--- config.mk ---
export PLATFORM = sky130hd
export DESIGN_NAME = write_select_decoder
export DESIGN_NICKNAME = d
export VERILOG_FILES = /design/src/rtl/write_select_decoder_pkg.sv /design/src/rtl/onehot_addr_decoder.sv /design/src/rtl/write_select_decoder.sv
export SDC_FILE = /design/constraint.sdc
export NUM_CORES = 1
export LEC_CHECK = 0
export CAP_MARGIN = 20
export CORE_AREA = 2 2 71 73
export CTS_BUF_LIST = sky130_fd_sc_hd__clkbuf_4 sky130_fd_sc_hd__clkbuf_8
export CTS_CLUSTER_DIAMETER = 80
export DETAILED_ROUTE_END_ITERATION = 16
export DIE_AREA = 0 0 73 75
export GPL_TIMING_DRIVEN = 0
export MAX_ROUTING_LAYER = met4
export PLACE_DENSITY = 0.67
export SYNTH_ARGS = -nofsm -noshare
export SYNTH_HDL_FRONTEND = slang
export SYNTH_HIERARCHICAL = 1
export SYNTH_SLANG_ARGS = --single-unit
--- constraint.sdc ---
create_clock -name clk -period 2.9 [get_ports clk]
set_input_delay 0.29 -clock clk [delete_from_list [all_inputs] [get_ports clk]]
set_output_delay 0.29 -clock clk [all_outputs]
set_load 0.02 [all_outputs]
--- src/rtl/write_select_decoder_pkg.sv ---
// Shared types and sizing for the register-file write-select decoder.
package write_select_decoder_pkg;

  localparam int unsigned NUM_REGS = 32;
  localparam int unsigned ADDR_W   = 5;

  typedef enum logic [1:0] {
    IDLE  = 2'd0,
    CLEAR = 2'd1,
    DONE  = 2'd2
  } state_e;

endpackage

--- src/rtl/onehot_addr_decoder.sv ---
// Combinational binary-index to one-hot decoder.
module onehot_addr_decoder
  import write_select_decoder_pkg::*;
(
  input  logic [ADDR_W-1:0]   addr,
  output logic [NUM_REGS-1:0] onehot_c
);

  always_comb begin
    onehot_c = NUM_REGS'(1) << addr;
  end

endmodule

--- src/rtl/write_select_decoder.sv ---
// Registered one-hot write-enable generator with a sequential clear sweep
// that walks every writable register once.
module write_select_decoder
  import write_select_decoder_pkg::*;
#(
  parameter int unsigned ZERO_REG_HW = 1
) (
  input  logic                clk,
  input  logic                rst,
  input  logic                we_in,
  input  logic [ADDR_W-1:0]   addr_in,
  input  logic                clr_req,
  output logic [NUM_REGS-1:0] we_out,
  output logic                we_none,
  output logic                busy,
  output logic                clr_done,
  output logic                err
);

  localparam logic [ADDR_W-1:0] SWEEP_START = (ZERO_REG_HW != 0) ? ADDR_W'(1) : ADDR_W'(0);
  localparam logic [ADDR_W-1:0] SWEEP_LAST  = ADDR_W'(NUM_REGS - 1);

  state_e              state, state_nx;
  logic [ADDR_W-1:0]   ptr, ptr_nx;
  logic [ADDR_W-1:0]   dec_addr_c;
  logic [NUM_REGS-1:0] dec_onehot_c;
  logic [NUM_REGS-1:0] we_out_nx;
  logic                we_none_nx, busy_nx, clr_done_nx, err_nx;
  logic                addr_blocked_c;

  // Single decoder shared by the write path and the sweep pointer.
  onehot_addr_decoder u_dec (
    .addr     (dec_addr_c),
    .onehot_c (dec_onehot_c)
  );

  assign dec_addr_c     = (state == CLEAR) ? ptr : addr_in;
  assign addr_blocked_c = (ZERO_REG_HW != 0) && (addr_in == '0);

  // State and sweep pointer register.
  always_ff @(posedge clk) begin
    if (rst) begin
      state <= IDLE;
      ptr   <= '0;
    end else begin
      state <= state_nx;
      ptr   <= ptr_nx;
    end
  end

  // Next-state and pointer logic; the pointer stops at the last register.
  always_comb begin
    state_nx = state;
    ptr_nx   = ptr;
    case (state)
      IDLE: begin
        if (clr_req) begin
          state_nx = CLEAR;
          ptr_nx   = SWEEP_START;
        end
      end
      CLEAR: begin
        if (ptr == SWEEP_LAST) begin
          state_nx = DONE;
        end else begin
          ptr_nx = ptr + ADDR_W'(1);
        end
      end
      DONE: begin
        state_nx = IDLE;
        ptr_nx   = '0;
      end
      default: begin
        state_nx = IDLE;
        ptr_nx   = '0;
      end
    endcase
  end

  // Next values of the registered outputs.
  always_comb begin
    we_out_nx   = '0;
    clr_done_nx = 1'b0;
    err_nx      = err;
    busy_nx     = (state_nx != IDLE) || (state == DONE);
    case (state)
      IDLE: begin
        if (clr_req) begin
          // Accepted clear drops the old error; a colliding write re-sets it.
          err_nx = we_in;
        end else if (we_in && !addr_blocked_c) begin
          we_out_nx = dec_onehot_c;
        end
      end
      CLEAR: begin
        we_out_nx = dec_onehot_c;
        if (we_in) begin
          err_nx = 1'b1;
        end
      end
      DONE: begin
        clr_done_nx = 1'b1;
        if (we_in) begin
          err_nx = 1'b1;
        end
      end
      default: begin
        we_out_nx = '0;
      end
    endcase
    we_none_nx = (we_out_nx == '0);
  end

  // Output register.
  always_ff @(posedge clk) begin
    if (rst) begin
      we_out   <= '0;
      we_none  <= 1'b1;
      busy     <= 1'b0;
      clr_done <= 1'b0;
      err      <= 1'b0;
    end else begin
      we_out   <= we_out_nx;
      we_none  <= we_none_nx;
      busy     <= busy_nx;
      clr_done <= clr_done_nx;
      err      <= err_nx;
    end
  end

endmodule

# Word-level counts from Yosys, hierarchy flattened
# Cells that the tools add are included.
# totals
regBits,43
input_bits,9
output_inout_bits,36
word_cells,40
# op_classes
n_addsub,1
eq_ne,6
n_shift,1
mux,14
n_reduce_logical,11
# op_table
op,n
$mux W32,2
$pmux W32 S2,1
$logic_not A32 Y1,1
$shl A1 B5 Y32 const A,1
$mux W5,3
$pmux W5 S2,1
$add A5 B1 Y5 const B,1
$eq A5 B5 Y1 const B,1
$logic_not A5 Y1,1
$mux W2,2
$ne A2 B2 Y1 const B,2
$pmux W2 S2,1
$reduce_bool A2 Y1,2
$mux W1,3
$reduce_and A3 Y1,1
$eq A2 B1 Y1 const B,1
$eq A2 B2 Y1 const B,1
$logic_not A2 Y1,1
$ne A2 B1 Y1 const B,1
$pmux W1 S2,1
$reduce_and A2 Y1,1
$reduce_or A2 Y1,1
$logic_and A1 B1 Y1,1
$logic_not A1 Y1,1
$logic_or A1 B1 Y1,1

# Depth between registers and ports, before layout
# Gate-level depths: netlist of run 1.
# logic_depth
depth_word,7
mapped_depth,10
depth_no_buf,8

# Hierarchy
# Netlist of run 1, hierarchy kept.
# by_module_without_submodules
mod,instances,cells_per_inst,area_per_inst_um2,seq_area_each_um2
write_select_decoder,1,144,1529.0,860.8
onehot_addr_decoder,1,47,214.0,0.0

# Worst setup path before layout of run 1
# Ideal clock, no wire load.
# synth_path
path_kind,register -> register
startpoint,reg state[1]
endpoint,reg we_none
setup_time_ns,0.074
arrival_ns,2.073
t_required_ns,2.826
slack_ns,0.753
stages_incl_launch_ff,11
n_path_buf,2
synth_period_minus_slack_ns,2.147
cell_sequence,dfxtp_1 inv_1 ha_1 clkbuf_1 mux2_2 nand2b_1 clkbuf_1 nor2_1 nor4_1 nand4_1 o21ai_0
# synth_via
elab_chain_len,7
elab_cells_between_ends,8
cone_classes,eq/ne: 1; shift: 1; mux: 4; reduce/logical: 2
# synth_rtl
item,line_no,source
"start, declared",write_select_decoder.sv:23,"state_e state, state_nx;"
"start signal, assigned",write_select_decoder.sv:46,state <= state_nx;
$eq A2 B1 Y1 *,write_select_decoder.sv:37,assign dec_addr_c = (state == CLEAR) ? ptr : addr_in;
$mux W5 *,write_select_decoder.sv:37,
named net dec_addr_c[2],write_select_decoder.sv:25,logic [ADDR_W-1:0] dec_addr_c;
$shl A1 B5 Y32 *,onehot_addr_decoder.sv:10,onehot_c = NUM_REGS'(1) << addr;
named net dec_onehot_c[7],write_select_decoder.sv:26,logic [NUM_REGS-1:0] dec_onehot_c;
$mux W32,write_select_decoder.sv:91,end else if (we_in && !addr_blocked_c) begin
$mux W32,write_select_decoder.sv:88,if (clr_req) begin
$pmux W32 S2 *,write_select_decoder.sv:86,case (state)
$logic_not A32 Y1 *,write_select_decoder.sv:111,we_none_nx = (we_out_nx == '0);
"end signal, assigned",write_select_decoder.sv:124,we_none <= we_none_nx;
"end, declared",write_select_decoder.sv:14,"output logic we_none,"
# Mark *: on every way through the listed nets, which the timed path passes. The rest lies on a longest branch.
# A chain may end at the register's enable or synchronous reset.

# Final worst setup path of run 1
# Same ends and word-level chain as after synthesis.

==> run summary, run 1 <==
The endpoint identified for the worst register-to-register timing path is we_none. The via count of the first global-routing pass was 1352. The logs give 0.714 for the headroom to the max-slew limit and 0 for the number of antenna violations at the first check in global routing.

For the worst setup path, the data required time is 3110 ps. Dividing the detail-routed wire length by the instance count gives 11.3 um. Entering global routing, the biggest net connects 14 pins.

The logs give 0 for the max-slew violation count and 255 for the net total in the final layout. Global routing finished with a remaining overflow of 0. The count of buffers inserted at the top-level ports came out at 43. The worst setup path is captured at a flip-flop. The netlist uses 31 different library cells.

Along the worst hold path, the cell count comes to 2. The routed wire length on met2 came out at 1.58 mm. In this run, CTS created clock tree buffers numbering 5. The logs give 296 for the final cell count without fillers and 0.000315 V for the maximum VDD drop. The highest signal layer in the routed design is met4. The number of remaining DRC errors was 0. The startpoint identified for the worst hold timing path is rst. The slew at the pin closest to its max-slew limit works out to 428 ps.

The initial standard-cell utilization of the core was 0.374. Once the clock tree was built, the setup fixing pass inserted 0 buffers. The die is 75 um tall.

The path class of the tightest hold or removal check is primary input to flip-flop. The placer congestion estimate is 0.893. The tools report the sort of element at the start of the critical path as a flip-flop.

0 antenna diodes ended up in the layout. The tools report the top-level port count as 45. CTS placed an instance of sky130_fd_sc_hd__clkbuf_8 at the clock tree root. Synthesis inferred 43 register bits.

The global-route usage over all layers is 0.143, and the H-tree depth is 2. Once the clock tree was built, the resizer swapped 0 gates to a different size. The run finished with clean final reports. The register clock-pin slew on the reported worst setup and hold paths was 80 ps; the fraction of registers with async set or reset after synthesis was 0.

The final core utilization was 0.510. Dividing the detail-routed via count by the number of cells gives 4.81. The die is 73 um wide.

The areal power density over the cells works out to 551 mW/mm^2. After synthesis, the mean cell area works out to 9.13 sq um. Synthesized instance count: 191. The tools report the end point of the worst hold path as ptr[2]. The leakage dissipation came out at 0.916 nW.

The number of placed instances, taps included, is 288. The biggest fanout along the worst timing path came out at 10. After synthesis, the cell types taking the most area are sky130_fd_sc_hd__dfxtp_1 49%, sky130_fd_sc_hd__and2_1 11%, sky130_fd_sc_hd__nor2_1 8.0%.

The number of nets handed over by synthesis was 205. The logs give 6 for the number of warnings printed during yosys synthesis and 0.00174 sq mm for the cell area after technology mapping. The tools report the arrival time at the worst endpoint as 2850 ps.

Derived from the worst setup path, the maximum achievable clock frequency is 379 MHz. The fraction of synthesized cell area taken by the top area cell type is 0.494, and the final setup TNS is 0 ps. Of all cell types, the one taking the most synthesized area is sky130_fd_sc_hd__dfxtp_1. The first global-routing pass estimated 5.89 mm of wire.

The logs give 260 ps for the slack of the worst reg-to-reg path and 5 for the total iterations of the first detailed-routing run. The worst register-to-register path has a depth of 10. For the count of maximum capacitance violations, the log shows 0. For this run, the leading register cell type out of synthesis is sky130_fd_sc_hd__dfxtp_1. TritonCTS built the clock tree.

The met3 wirelength from detailed routing was 184 um; the core footprint was 0.00466 sq mm. The die covers 0.00548 sq mm. Count of flip-flops with a built-in enable after synthesis: 0.

For the final number of hold-violating endpoints, the log shows 0. Hold timing on the final database bottoms out at a slack of 315 ps. The post-route minimum period is 2640 ps.

For this design, the sink count on the clock tree is 43. The standard-cell row count was 25. The fraction of layout instances using a drive strength above 1 was 0.0868. From synthesis to final layout, the design area changed by 36.4%. The routed design has 3.35 mm of wire. The number of violations reported at the end of detailed-routing iteration 0 is 86, and the deepest clock path buffer count is 2.

The count of endpoints failing setup in the final report is 0, and the clock insertion delay at the later pin of the skew report is 280 ps. The run gives 2.61 mm as the HPWL after detailed placement. Final critical-path share of the clock period: 0.910. The run gives 0 as the number of nets still failing antenna checks after routing.

The run gives 1423 as the number of vias after detailed routing. The critical register-to-register path startpoint was state[1]. The top cell types in the final layout, fill and taps aside, are 43 x sky130_fd_sc_hd__dfxtp_1, 43 x sky130_fd_sc_hd__clkdlybuf4s50_1, 37 x sky130_fd_sc_hd__nor2_1. Setup repair after global routing left no endpoint under its margin.

The share of the yosys chip area belonging to registers is 0.494, and the count of hold-fix buffers inserted at cts is 0. The worst-case clock skew is 2.62 ps. The run gives 1.56 mm as the met1 routed wirelength after detailed routing. The worst setup path is of the flip-flop to flip-flop kind.
[synthesized netlist by cell type, types with 3 or more instances]
library cell	instances
sky130_fd_sc_hd__mux2_2	5
sky130_fd_sc_hd__or3b_1	3
sky130_fd_sc_hd__dfxtp_1	43
sky130_fd_sc_hd__o21ai_0	4
sky130_fd_sc_hd__clkbuf_1	4
sky130_fd_sc_hd__nand2_1	4
sky130_fd_sc_hd__buf_6	3
sky130_fd_sc_hd__inv_1	5
sky130_fd_sc_hd__nor2_1	37
sky130_fd_sc_hd__nand3b_1	5
sky130_fd_sc_hd__and2_1	32
sky130_fd_sc_hd__ha_1	5
sky130_fd_sc_hd__a21oi_1	7
sky130_fd_sc_hd__nor4_1	9
[registers in the layout, indices dropped and copies added (netlist names)]
signal / flops
busy: 1
clr_done: 1
err: 1
ptr: 5
state: 2
we_none: 1
we_out: 32
[routing by layer]
| metal | GRT usage | vias up |
|---|---|---|
| met5 | - | - |
| met1 | 0.175 | 630 |
| met2 | 0.230 | 54 |
| li1 | - | 735 |
| met4 | 0.0453 | 0 |
| met3 | 0.0375 | 4 |
[logic make-up after synthesis]
kind of cell | after synthesis | share of synthesized area
fa+ha+maj | 5 | 0.0359
simple gates | 106 | 0.329
flops | 43 | 0.494
buf+inv | 14 | 0.0445
mux | 5 | 0.0323
compound gates | 18 | 0.0646
[area by class of cell]
cell class | instances | area (sq um)
clock buffer | 6 | 76.3
multi-input combinational | 134 | 805
fill | 442 | 2280
sequential | 43 | 861
inverter | 5 | 18.8
clock inverter | 2 | 60.1
timing repair buffer | 43 | 430
buffer | 9 | 58.8
tap | 54 | 67.6
[worst max path at each step]
stage	from	end	slack [ps]	depth (start not counted)
6_report	state[1]	we_none	260	10
5_1_grt	state[1]	we_none	20	10
4_1_cts	state[1]	we_none	260	10
3_5_place_dp	state[1]	we_none	280	10
3_3_place_gp	state[1]	we_none	300	10
2_1_floorplan	state[1]	we_none	750	10
[power breakdown]
| part | leakage, nW | switching (mW) | internal, mW |
|---|---|---|---|
| logic | 0.500 | 0.0928 | 0.0706 |
| clock network | 0.0688 | 0.185 | 0.353 |
| registers | 0.348 | 0.00662 | 0.602 |
[critical path, stage by stage (launching register included)]
cell and delay [ps]:
sky130_fd_sc_hd__dfxtp_1 340, sky130_fd_sc_hd__inv_1 90, sky130_fd_sc_hd__ha_1 160, sky130_fd_sc_hd__clkbuf_1 360, sky130_fd_sc_hd__mux2_2 420, sky130_fd_sc_hd__nand2b_1 70, sky130_fd_sc_hd__clkbuf_1 300, sky130_fd_sc_hd__nor2_1 120
sky130_fd_sc_hd__nor4_1 390, sky130_fd_sc_hd__nand4_1 150, sky130_fd_sc_hd__o21ai_0 160
[per-stage QoR]
| stage | cell area (sq um) | setup WS, ps | power [mW] |
|---|---|---|---|
| detailed placement | 2240 | 283 | 0.786 |
| global placement | 2240 | 301 | 0.785 |
| floorplan | 1740 | 753 | 0.732 |
| global route | 2380 | 23.1 | 1.37 |
| finish | 2380 | 262 | 1.31 |
| CTS | 2380 | 255 | 1.33 |
Power figures use the tool's default switching activity.
==> run 2: changes to the inputs <==
--- a/config.mk
+++ b/config.mk
@@ -6,14 +6,14 @@
 export NUM_CORES = 1
 export LEC_CHECK = 0
 export CAP_MARGIN = 20
-export CORE_AREA = 2 2 71 73
+export CORE_AREA = 2 2 66 68
 export CTS_BUF_LIST = sky130_fd_sc_hd__clkbuf_4 sky130_fd_sc_hd__clkbuf_8
 export CTS_CLUSTER_DIAMETER = 80
 export DETAILED_ROUTE_END_ITERATION = 16
-export DIE_AREA = 0 0 73 75
+export DIE_AREA = 0 0 68 70
 export GPL_TIMING_DRIVEN = 0
 export MAX_ROUTING_LAYER = met4
-export PLACE_DENSITY = 0.67
+export PLACE_DENSITY = 0.75
 export SYNTH_ARGS = -nofsm -noshare
 export SYNTH_HDL_FRONTEND = slang
 export SYNTH_HIERARCHICAL = 1
==> run 2 against run 1 <==
Effect of this change:
- core utilization up 5.2 points
- clock skew is 5.3 ps higher
- setup slack better by 18 ps
- cell count shrank 0.68%
- via count fell by 0.35%
==> run summary, run 2 (synthesis results as in run 1) <==
The logs give 43 (unchanged) for the clock sink count and 255 (unchanged) for the net total in the final layout. The tools report the routed wire length as 3.21 mm (-4.3%). The tools report the least setup slack across all paths after layout as 280 ps (+18.3 ps). The maximum VDD drop is 0.000211 V (-33%). The cell area after placement is 0.00224 sq mm (-0.11%). For the global-route usage over all layers, the log shows 0.162 (+0.0190).

The pre-CTS setup slack came out at 339 ps (+56.8 ps). Final routed wire length divided by cell count: 10.9 um (-3.6%). For the total iterations of the first detailed-routing run, the log shows 4 (-1). The critical path required time was 3100 ps (about the same); the number of violations reported at the end of detailed-routing iteration 0 was 35 (-59%). TritonCTS built the clock tree. The run gives 2.47 mm (-5.6%) as the HPWL after detailed placement. STA classifies the critical path endpoint as a flip-flop.

The slew at the pin closest to its max-slew limit was 443 ps (+14.3 ps). The arrival time at the worst endpoint is 2820 ps (-30 ps). The count of hold-fix buffers inserted at cts is 0 (unchanged). The number of nets still failing antenna checks after routing was 0 (unchanged); the post-route minimum period was 2620 ps (-18.3 ps). The run gives 0 (unchanged) as the number of remaining DRC errors. The initial standard-cell utilization of the core was 0.421 (+0.0466).

Cell at the root of the clock tree: sky130_fd_sc_hd__clkbuf_8. The final standard cell area without fillers was 0.00233 sq mm (-2.1%); the biggest fanout along the worst timing path was 10 (unchanged). The fraction of layout instances using a drive strength above 1 works out to 0.0868 (unchanged). For the count of endpoints failing setup in the final report, the log shows 0 (unchanged). The tools report the largest net degree at the start of global routing as 13 (-1). The vertical die dimension came out at 70 um (-6.7%). By instance count, the cell type seen most on the critical path is sky130_fd_sc_hd__clkbuf_1.

The via count of the first global-routing pass was 1271 (-6.0%). For the max-slew violation count, the log shows 0 (unchanged). The flow ran to the end, and the final reports show no timing, DRC or antenna violations. On the critical path the largest part of the delay comes from buffers and inverters.

The largest stage delay on the critical path works out to 420 ps (about the same). The run gives 0.00476 sq mm (-13%) as the area enclosed by the die boundary. The standard-cell row count is 24 (-4.0%), and the final setup TNS is 0 ps (unchanged). The tools report the worst hold slack across all endpoints as 306 ps (-9.20 ps). For the number of antenna violations at the first check in global routing, the log shows 0 (unchanged). The overall power of the completed layout is 1.13 mW (-13%), and the H-tree depth is 2 (unchanged). The combined buffer and inverter count along the critical path was 3 (unchanged); the worst-case clock skew was 7.95 ps (+5.33 ps). In the final layout, the registers with the most flip-flops are we_out: 32 flops, ptr: 5 flops, state: 2 flops. Number of resized instances in the post-cts repair step: 0 (unchanged).

The slowest stage of the critical path is the sky130_fd_sc_hd__mux2_2 cell. The sort of element at the start of the critical path was a flip-flop. The count of buffers inserted at the top-level ports is 43 (unchanged), and the aggregate global routing overflow is 0 (unchanged).

More flip-flops sit in one register than any other, and that register is we_out. The number of vias per cell was 4.82 (+0.33%). The tools report the number of vias after detailed routing as 1418 (-0.35%).

The run gives 0.897 nW (-2.2%) as the leakage dissipation. The tools report the number of buffers added for setup after CTS as 0 (unchanged). The top cell types in the final layout, fill and taps aside, are 43 x sky130_fd_sc_hd__dfxtp_1, 43 x sky130_fd_sc_hd__clkdlybuf4s50_1, 37 x sky130_fd_sc_hd__nor2_1.

For the first-pass GRT wire length, the log shows 5.69 mm (-3.3%). The top-level port count was 45 (unchanged). Walking the worst path, the cells encountered are inv_1, ha_1, clkbuf_1, mux2_2, nand2b_1, clkbuf_1, nor2_1, nor4_1, nand4_1, o21ai_0. The count of maximum capacitance violations came out at 0 (unchanged). The areal power density over the cells was 487 mW/mm^2 (-12%). The tools report the placer congestion estimate as 0.856 (-4.1%).

The final critical-path share of the clock period was 0.903 (-0.00633); the core footprint was 0.00414 sq mm (-11%). For the final number of hold-violating endpoints, the log shows 0 (unchanged). The critical setup path kind was flip-flop to flip-flop. The logs give 0.705 (-0.00957) for the headroom to the max-slew limit and 382 MHz (+0.70%) for the top achievable clock speed. The clock buffer count from CTS was 5 (unchanged); the relative area change from synthesis to final layout was 33.5%. The overall die width is 68 um (-6.8%).

The worst hold path belongs to the class primary input to flip-flop. Setup repair after global routing left no endpoint under its margin. The register clock-pin slew on the reported worst setup and hold paths was 80 ps (about the same); the deepest clock path buffer count was 2 (unchanged). The count of antenna diodes in the layout came out at 0 (unchanged). The filler cell count in the final layout was 405 (-8.4%).

The flip-flop count of the largest register after layout was 32 (unchanged). The clock insertion delay at the later pin of the skew report is 290 ps (about the same).
-- run 2: cell type report --
type / instances / area (sq um) / area share
Inverter: 5 / 18.8 / 0.00806
Buffer: 9 / 58.8 / 0.0253
Clock buffer: 7 / 83.8 / 0.0360
Timing Repair Buffer: 43 / 430 / 0.185
Sequential cell: 43 / 861 / 0.370
Multi-Input combinational cell: 134 / 805 / 0.346
Clock inverter: 1 / 5.00 / 0.00215
Tap cell: 52 / 65.1 / 0.0280
-- run 2: path summary, 6_finish.rpt --
check / endpoint / depth (start not counted) / from / slack [ps]
min reg2reg: ptr[3] / 2 / ptr[3] / 500
min: ptr[2] / 2 / rst / 310
max: we_none / 10 / state[1] / 280
max reg2reg: we_none / 10 / state[1] / 280
-- run 2: layer usage --
metal,track usage,wire (um),up-vias
met4,0.0733,60,0
met3,0.0386,202,5
met1,0.202,1460,620
met2,0.244,1490,49
li1,-,-,744
met5,-,0,-
-- run 2: power breakdown --
| part | internal [mW] | total, mW | switching, mW |
|---|---|---|---|
| Combinational | 0.0706 | 0.163 | 0.0919 |
| Clock | 0.187 | 0.363 | 0.175 |
| Sequential | 0.602 | 0.608 | 0.00638 |
| Total | 0.860 | 1.13 | 0.274 |
-- run 2: per-stage QoR --
stage	utilization	std cells
after global routing	0.562	294
after floorplan	-	191
after CTS	0.562	294
after detailed placement	0.540	286
after global placement	0.540	286
final	0.562	294
==> run 3: changes to the inputs <==
--- a/config.mk
+++ b/config.mk
@@ -11,9 +11,10 @@
 export CTS_CLUSTER_DIAMETER = 80
 export DETAILED_ROUTE_END_ITERATION = 16
 export DIE_AREA = 0 0 68 70
+export DONT_BUFFER_PORTS = 1
 export GPL_TIMING_DRIVEN = 0
 export MAX_ROUTING_LAYER = met4
-export PLACE_DENSITY = 0.75
+export PLACE_DENSITY = 0.61
 export SYNTH_ARGS = -nofsm -noshare
 export SYNTH_HDL_FRONTEND = slang
 export SYNTH_HIERARCHICAL = 1
==> constraint.sdc (replaced) <==
create_clock -name clk -period 2.9 [get_ports clk]
set_input_delay 0.725 -clock clk [delete_from_list [all_inputs] [get_ports clk]]
set_output_delay 0.725 -clock clk [all_outputs]
set_load 0.02 [all_outputs]
==> run 3 against run 2 <==
Effect of this change:
- sequential power rose by 2%
- non-clock buffer count fell by 43
- cell count fell by 15%
- routed wire length rose by 1.4%
- largest power group unchanged
- highest routed layer unchanged
==> run summary, run 3 (synthesis results as in run 1) <==
The run finished with clean final reports. The number of antenna violations at the first check in global routing was 0 (unchanged). The logs give 0 (unchanged) for the count of antenna diodes in the layout and 1.21 mW (+6.6%) for the overall power of the completed layout. The placer congestion estimate came out at 0.878 (+2.5%).

The logs give 380 MHz (-0.49%) for the top achievable clock speed and 251 (-15%) for the final cell count without fillers. The clock buffer count from CTS came out at 5 (unchanged). The standard-cell row count was 24 (unchanged); the global-route usage over all layers was 0.159 (-0.00311). The final setup TNS was 0 ps (unchanged); the overall die width was 68 um (unchanged). The areal power density over the cells is 628 mW/mm^2 (+29%), and the initial standard-cell utilization of the core is 0.421 (unchanged).

The via count of the first global-routing pass is 1273 (+0.16%). The max-slew violation count was 0 (unchanged). The register clock-pin slew on the reported worst setup and hold paths came out at 80 ps (about the same). The worst-case clock skew is 6.93 ps (-1.02 ps), and the total iterations of the first detailed-routing run is 4 (unchanged). The run gives 0.709 (+0.00407) as the headroom to the max-slew limit.

The biggest fanout along the worst timing path was 10 (unchanged); the final routed wire length divided by cell count was 13.0 um (+19%). The slew at the pin closest to its max-slew limit works out to 437 ps (-6.10 ps). For the number of nets still failing antenna checks after routing, the log shows 0 (unchanged). The library cell used most frequently in the layout, excluding fill and tap cells, is sky130_fd_sc_hd__dfxtp_1. The aggregate global routing overflow came out at 0 (unchanged). First-pass GRT wire length: 5.62 mm (-1.3%). H-tree depth: 2 (unchanged). Count of buffers inserted at the top-level ports: 0 (-100%). The met1 routed wirelength after detailed routing came out at 1.39 mm (-4.5%).

The number of vias after detailed routing came out at 1304 (-8.0%). The final number of hold-violating endpoints is 0 (unchanged). The deepest clock path buffer count was 2 (unchanged); the arrival time at the worst endpoint was 2840 ps (+20 ps).

The critical path required time came out at 3110 ps (about the same). The core footprint was 0.00414 sq mm (unchanged); the largest net degree at the start of global routing was 14 (+1). Clock tree synthesis selected as its root buffer the cell sky130_fd_sc_hd__clkbuf_8.

The fraction of layout instances using a drive strength above 1 was 0.106 (+0.0188). The tools report the least setup slack across all paths after layout as 267 ps (-13.0 ps). The flip-flop count of the largest register after layout works out to 32 (unchanged).

The number of vias per cell was 5.20 (+7.7%); the top-level port count was 45 (unchanged). The detailed router used layers up to and including met4. The largest registers in the layout are we_out: 32 flops, ptr: 5 flops, state: 2 flops. The logs give 212 (-17%) for the net total in the final layout and 1.60 mm (+7.6%) for the routed wire length on met2.

The tools report the routed wire length as 3.26 mm (+1.4%). The count of hold-fix buffers inserted at cts is 0 (unchanged). The tightest min-delay check is of the flip-flop to flip-flop type. The clock sink count is 43 (unchanged). Setup repair after global routing left no endpoint under its margin.

The vertical die dimension came out at 70 um (unchanged). The critical setup path kind is flip-flop to flip-flop. The number of instances in the placed design is 243 (-15%), and the final critical-path share of the clock period is 0.908 (+0.00448). The run gives 280 ps (about the same) as the clock insertion delay at the later pin of the skew report. The tools report the slack of the worst reg-to-reg path as 270 ps (about the same). The run gives 2.53 mm (+2.5%) as the HPWL after detailed placement. For the count of endpoints failing setup in the final report, the log shows 0 (unchanged). The worst hold slack across all endpoints is 508 ps (+202 ps). TritonCTS built the clock tree. The post-route minimum period came out at 2630 ps (+13.0 ps).

The leakage dissipation was 0.758 nW (-15%); the area enclosed by the die boundary was 0.00476 sq mm (unchanged). Number of resized instances in the post-cts repair step: 0 (unchanged). we_out holds more flip-flops than any other register. The tools report the pre-CTS setup slack as 332 ps (-7.21 ps).

The run gives 236 um (+17%) as the met3 wirelength from detailed routing. The number of remaining DRC errors came out at 0 (unchanged). The maximum VDD drop came out at 0.000169 V (-20%).

The top cell types in the final layout, fill and taps aside, are 43 x sky130_fd_sc_hd__dfxtp_1, 37 x sky130_fd_sc_hd__nor2_1, 32 x sky130_fd_sc_hd__and2_1. The tools report the sort of element at the start of the critical path as a flip-flop. The run gives 75 (+110%) as the number of violations reported at the end of detailed-routing iteration 0. The count of maximum capacitance violations is 0 (unchanged). The relative area change from synthesis to final layout was 10.5%. The worst setup path is captured at a flip-flop. The number of buffers added for setup after CTS is 0 (unchanged).
-- run 3: changes by cell type in the layout (fill, tap and decap cells not counted), sizes merged --
cell and delta:
bufinv +1, clkbuf -1, clkdlybuf4s50 -43
-- run 3: path summary, 6_finish.rpt --
kind	from	endpoint	cells after the start
worst max-delay path	state[1]	we_none	10
worst min-delay path	ptr[3]	ptr[3]	2
worst max register to register	state[1]	we_none	10
worst min register to register	ptr[3]	ptr[3]	2
-- run 3: area by class of cell --
cell class,instances,area (sq um)
inverters,5,18.8
multi-input cells,134,805
clock inverters,2,35.0
well taps,52,65.1
plain buffers,9,58.8
fillers,407,2220
flip-flops and latches,43,861
clock buffers,6,82.6
-- run 3: where the power goes --
group / internal [mW] / switching (mW)
sequential: 0.602 / 0.0175
combinational: 0.0496 / 0.0785
clock: 0.278 / 0.183
-- run 3: per-stage QoR --
stage	utilization	instance area, sq um
finish	0.465	1930
detailed placement	0.436	1810
global placement	0.436	1810
global route	0.465	1930
floorplan	-	1740
CTS	0.465	1930
-- run 3: worst max-delay path, cell delays in order, from the launching register on --
cell and delay, ps:
sky130_fd_sc_hd__dfxtp_1 350, sky130_fd_sc_hd__inv_1 90, sky130_fd_sc_hd__ha_1 160, sky130_fd_sc_hd__clkbuf_1 360, sky130_fd_sc_hd__mux2_2 420, sky130_fd_sc_hd__nand2b_1 70, sky130_fd_sc_hd__clkbuf_1 290, sky130_fd_sc_hd__nor2_1 110
sky130_fd_sc_hd__nor4_1 310, sky130_fd_sc_hd__nand4_1 180, sky130_fd_sc_hd__o21ai_0 190
-- run 3: metal layers --
layer	global-route usage	up-vias
li1	-	653
met1	0.187	586
met2	0.251	61
met3	0.0451	4
met4	0.0622	0
met5	-	-
